**config.mk**
```make
export PLATFORM = sky130hd
export DESIGN_NAME = if_prefetch_buffer
export DESIGN_NICKNAME = d
export VERILOG_FILES = /design/src/rtl/if_prefetch_buffer.sv
export SDC_FILE = /design/constraint.sdc
export NUM_CORES = 1
export LEC_CHECK = 0
export ABC_AREA = 1
export BUFFER_PORTS_ARGS = -buffer_cell sky130_fd_sc_hd__buf_4
export CORE_ASPECT_RATIO = 0.5
export CORE_UTILIZATION = 30
export DETAILED_ROUTE_END_ITERATION = 12
export PLACE_DENSITY_LB_ADDON = 0.15
export REMOVE_ABC_BUFFERS = 1
export SLEW_MARGIN = 25
export SYNTH_ARGS = -nofsm -noshare
export SYNTH_HDL_FRONTEND = slang
export SYNTH_SLANG_ARGS = --single-unit
```
**constraint.sdc**
```tcl
create_clock -name clk -period 4.5 [get_ports clk]
set_input_delay 0.225 -clock clk [delete_from_list [all_inputs] [get_ports clk]]
set_output_delay 0.225 -clock clk [all_outputs]
set_load 0.01 [all_outputs]
```
**src/rtl/if_prefetch_buffer.sv**
```systemverilog
// Instruction prefetch buffer: issues sequential word fetches, tracks in-order responses and
// queues {instruction, PC} pairs for the core. Define IF_PREFETCH_BYPASS_EN for the empty-FIFO bypass.
module if_prefetch_buffer #(
   parameter int unsigned DEPTH           = 4,
   parameter int unsigned MAX_OUTSTANDING = 2,
   parameter logic [31:0] RESET_PC        = 32'h0000_0000
) (
   input  logic        clk,
   input  logic        rst,
   output logic        mem_req_o,
   output logic [31:0] mem_addr_o,
   input  logic        mem_rvalid_i,
   input  logic [31:0] mem_rdata_i,
   output logic        inst_valid_o,
   output logic [31:0] inst_o,
   output logic [31:0] inst_pc_o,
   input  logic        inst_ready_i,
   input  logic        flush_i,
   input  logic [31:0] flush_pc_i,
   output logic        busy_o
);

   localparam int unsigned AW = $clog2(DEPTH);
   localparam int unsigned CW = AW + 1;
   localparam int unsigned OW = $clog2(MAX_OUTSTANDING) + 1;
   // One extra bit so a flush can fold a full outstanding window onto a pending discard.
   localparam int unsigned DW = OW + 1;
   localparam int unsigned SW = CW + 1;

   localparam logic [OW-1:0] MAX_OUT = OW'(MAX_OUTSTANDING);
   localparam logic [SW-1:0] DEPTH_S = SW'(DEPTH);

   logic [31:0]   fetch_pc_q;
   logic [31:0]   resp_pc_q;
   logic [CW-1:0] count_q;
   logic [AW-1:0] rd_ptr_q;
   logic [AW-1:0] wr_ptr_q;
   logic [OW-1:0] outstanding_q;
   logic [DW-1:0] discard_q;
   logic [31:0]   inst_hold_q;
   logic [31:0]   pc_hold_q;

   logic [31:0]   data_q [DEPTH];
   logic [31:0]   pc_q   [DEPTH];

   logic [31:0]   flush_tgt;
   logic [SW-1:0] occupancy;
   logic          resp_keep;
   logic          head_v;
   logic          bypass_v;
   logic          push;
   logic          pop;

   assign flush_tgt = flush_pc_i & 32'hFFFF_FFFC;
   assign occupancy = SW'(count_q) + SW'(outstanding_q);
   assign resp_keep = mem_rvalid_i && (discard_q == '0);
   assign head_v    = (count_q != '0);

   // Occupancy counts reads in flight so every returning word is guaranteed a slot.
   assign mem_req_o  = rst && !flush_i && (outstanding_q < MAX_OUT) && (occupancy < DEPTH_S);
   assign mem_addr_o = fetch_pc_q;

`ifdef IF_PREFETCH_BYPASS_EN
   assign bypass_v = rst && resp_keep && !head_v && !flush_i;
`else
   assign bypass_v = 1'b0;
`endif

   assign inst_valid_o = head_v || bypass_v;
   assign inst_o       = head_v ? data_q[rd_ptr_q] : (bypass_v ? mem_rdata_i : inst_hold_q);
   assign inst_pc_o    = head_v ? pc_q[rd_ptr_q]   : (bypass_v ? resp_pc_q   : pc_hold_q);

   assign pop    = head_v && inst_ready_i;
   assign push   = resp_keep && !flush_i && !(bypass_v && inst_ready_i);
   assign busy_o = (outstanding_q != '0) || (discard_q != '0);

   always_ff @(posedge clk) begin
      if (!rst) begin
         fetch_pc_q    <= RESET_PC;
         resp_pc_q     <= RESET_PC;
         count_q       <= '0;
         rd_ptr_q      <= '0;
         wr_ptr_q      <= '0;
         outstanding_q <= '0;
         discard_q     <= '0;
         inst_hold_q   <= '0;
         pc_hold_q     <= '0;
      end else begin
         if (inst_valid_o) begin
            inst_hold_q <= inst_o;
            pc_hold_q   <= inst_pc_o;
         end
         if (flush_i) begin
            fetch_pc_q    <= flush_tgt;
            resp_pc_q     <= flush_tgt;
            count_q       <= '0;
            rd_ptr_q      <= '0;
            wr_ptr_q      <= '0;
            outstanding_q <= '0;
            // Everything still in flight, less a response landing right now, becomes discard.
            discard_q     <= discard_q + DW'(outstanding_q) - DW'(mem_rvalid_i);
         end else begin
            if (mem_req_o) begin
               fetch_pc_q <= fetch_pc_q + 32'd4;
            end
            if (resp_keep) begin
               resp_pc_q <= resp_pc_q + 32'd4;
            end
            if (push) begin
               wr_ptr_q <= wr_ptr_q + AW'(1);
            end
            if (pop) begin
               rd_ptr_q <= rd_ptr_q + AW'(1);
            end
            count_q       <= count_q + CW'(push) - CW'(pop);
            outstanding_q <= outstanding_q + OW'(mem_req_o) - OW'(resp_keep);
            if (mem_rvalid_i && (discard_q != '0)) begin
               discard_q <= discard_q - DW'(1);
            end
         end
      end
   end

   always_ff @(posedge clk) begin
      if (push) begin
         data_q[wr_ptr_q] <= mem_rdata_i;
         pc_q[wr_ptr_q]   <= resp_pc_q;
      end
   end

   always_ff @(posedge clk) begin
      if (rst && mem_rvalid_i) begin
         assert ((outstanding_q != '0) || (discard_q != '0));
      end
   end

endmodule
```
==> flow_summary.json <==
{
  "comb_power_share_pct": 11.1,
  "routed_wirelength_um": 43500,
  "drv_cap": 0,
  "drive_above_1_share_pct": 13.8,
  "hold_path_class": "primary input to register",
  "finalMaxSlewViolations": 0,
  "path_clk_slew_ps": 70,
  "crit_path_max_fanout": 36,
  "slew_headroom_pct": 38.0,
  "drc": 0,
  "worst_pin_slew_ps": 927,
  "htree_levels": 2,
  "fp.dieW_um": 334,
  "row_count": 60,
  "grt-busiest-layer": "met2",
  "netlist_instances": 1691,
  "total_power_mw": 8.09,
  "final-seq-area_sq_um": 10200,
  "min_period_over_period_pct": 72.6,
  "dp_cells": 2509,
  "p_switching_mw": 2.03,
  "avgSynthCellArea_sq_um": 9.77,
  "path_class": "register to output pin",
  "cp-end-kind": "output pin",
  "ir_worst_vdd_mv": 0.237,
  "r2r_cells": 10,
  "clock_latency_ps": 540,
  "rr_endpoint": "data_q[1][13]$_DFFE_PP_",
  "ctsRootBufferMaster": "clkbuf_16",
  "finalHoldViolCount": 0,
  "hpwl_um": 27400,
  "grt_use_met1_pct": 20.0,
  "start_util_pct": 30.6,
  "r2r_start": "discard_q[0]$_SDFFE_PN0P_",
  "power.internal_mw": 6.06,
  "power.density_nw_per_um2": 403,
  "min_to": "resp_pc_q[11]$_SDFFE_PN0P_",
  "fin_worst_skew_ps": 20.0,
  "place.port_buffers": 163,
  "cts_buffers": 39,
  "fin_nets": 1961,
  "postCtsSetupBuffers": 0,
  "max_clock_freq_ghz": 0.306,
  "seqPwrFrac_pct": 49.7,
  "multiInputGateArea_sq_um": 5500,
  "gp_congestion": 0.770,
  "finalNonFillerCells": 2618,
  "io_pins": 168,
  "antenna_found_initial": 1,
  "cts_buffer_depth": 3,
  "arrival_ps": 3040,
  "hp-start": "flush_pc_i[11]",
  "vias_per_cell": 4.63,
  "grt_usage_pct": 15.4,
  "met3_usage_pct": 2.59,
  "diodes": 0,
  "cp.required_ps": 4280,
  "wl_per_cell_um": 16.6,
  "switching_share_pct": 25.1,
  "r2r_setup_slack_ps": 1620,
  "final_common_cell": "nand2_1",
  "die_h_um": 168,
  "final.fill_count": 5463,
  "final_cell_mix": "448 x nand2_1, 248 x edfxtp_1, 176 x buf_4",
  "synthArstFlopShare_pct": 0,
  "grt_setup_unrepaired": "false",
  "p_clk_share_pct": 39.1,
  "startpoint_type": "register",
  "syn_to_final_growth_pct": 21.4,
  "yosys_warnings": 0,
  "status": "finished clean",
  "cts_hold_buf": 37,
  "antenna_left": 0,
  "drt-initial-drc-count": 622,
  "synth-seq-cells": 386,
  "grtUsageMet2_pct": 26.5,
  "synth.cell_area_sq_um": 16500,
  "synth_edf_count": 248,
  "cts_tree": "built",
  "ys.flop_type": "edfxtp_1",
  "firstDrtPassIters": 5,
  "setup_viol": 0,
  "die_area_sq_um": 56100,
  "cts.sinks": 386,
  "coreArea_sq_um": 54100,
  "dr_total_vias": 12100,
  "synth-seq-area-share_pct": 61.8,
  "synth_cell_types": 38,
  "hold_depth": 3,
  "grt_max_degree": 90,
  "grt_pass1_wl_um": 67200,
  "min_period_ps": 3260,
  "postCtsResizedCells": 0,
  "p_leak_nw": 7.45,
  "grt.overflow.total": 0,
  "grt_pass1_vias": 11900
}
==> flip-flops by register name (all words and copies together), names as in the netlist, named ones only <==
register       count
count_q            3
data_q           128
discard_q          3
inst_hold_q       32
mem_addr_o        30
outstanding_q      2
pc_hold_q         32
pc_q             120
rd_ptr_q           2
resp_pc_q         30
wr_ptr_q           2
==> stage by stage <==
step / worst slack (ps) / area, sq um / hold WS (ps) / utilization, % / setup TNS (ps)
floorplan: -587 / 16100 / 323 / - / -139740
global placement: 1550 / 18500 / 428 / 34.1 / 0
detailed placement: 1550 / 18500 / 429 / 34.1 / 0
CTS: 1130 / 20100 / 7.44 / 37.1 / 0
global route: 958 / 20100 / 34.9 / 37.1 / 0
finish: 1240 / 20100 / 33.3 / 37.1 / 0
==> worst max path at each step <==
stage / from / endpoint / slack [ps] / cells past startpoint
6_report: register / inst_pc_o[16] / 1240 / 7
4_1_cts: register / inst_pc_o[16] / 1130 / 7
3_5_place_dp: discard_q[0]$_SDFFE_PN0P_ / data_q[1][13]$_DFFE_PP_ / 1550 / 10
3_3_place_gp: discard_q[0]$_SDFFE_PN0P_ / data_q[1][13]$_DFFE_PP_ / 1550 / 10
5_1_grt: register / inst_pc_o[11] / 960 / 7
2_1_floorplan: register / inst_o[0] / -590 / 5
==> power groups by stage <==
| stage | Clock (mW) | Combinational (mW) | Sequential, mW |
|---|---|---|---|
| finish | 3.16 | 0.901 | 4.02 |
| global route | 3.39 | 1.01 | 4.04 |
| CTS | 3.27 | 0.924 | 4.02 |
| detailed placement | 0 | 0.893 | 4.10 |
| global placement | 0 | 0.889 | 4.09 |
| floorplan | 0 | 0.463 | 4.08 |
==> critical path: stages (launching register included) <==
cell	delay (ps)
dfxtp_4	680
clkinv_2	610
buf_4	490
nor2_1	150
o22ai_1	100
nand2_1	130
nand2_1	120
buf_4	160
==> kinds of logic after synthesis <==
group | Yosys count | synth area share [%]
AO/OA/AOI/OAI | 317 | 10.3
AND/OR/NAND/NOR | 688 | 16.6
other | 1 | 0.0227
XOR/XNOR | 18 | 0.954
flip-flops | 386 | 61.8
adder cells (fa/ha/maj) | 18 | 1.45
buffers and inverters | 201 | 5.13
multiplexers | 62 | 3.76
==> layer usage <==
layer | vias to the layer above | routed length (um) | part of all wire, %
met5 | - | 0 | 0
met4 | 0 | 799 | 1.8
li1 | 6118 | - | -
met1 | 5799 | 20300 | 47
met2 | 160 | 21000 | 48
met3 | 51 | 1450 | 3.3
==> cell usage after synthesis (all sizes together), types with 5 or more instances <==
master	instances	area, sq um
nand2	451	1710
edfxtp	248	7450
nor2	170	682
dfxtp	138	2760
a21oi	126	631
inv	124	465
o21ai	111	556
o22ai	64	400
mux2i	62	621
nand3	55	275
clkbuf	43	163
buf	32	213
ha	16	200
xor2	13	114
a31oi	9	56.3
nor3	8	51.3
o211ai	5	37.5
xnor2	5	43.8
==> layout make-up <==
| cell class | count | area share (%) |
|---|---|---|
| clock buffers | 51 | 5.45 |
| clock inverters | 21 | 0.723 |
| inverters | 126 | 2.38 |
| multi-input cells | 1105 | 27.4 |
| flip-flops and latches | 386 | 50.9 |
| well taps | 713 | 4.45 |
| repair buffers | 216 | 8.69 |
Power figures use the tool's default switching activity.
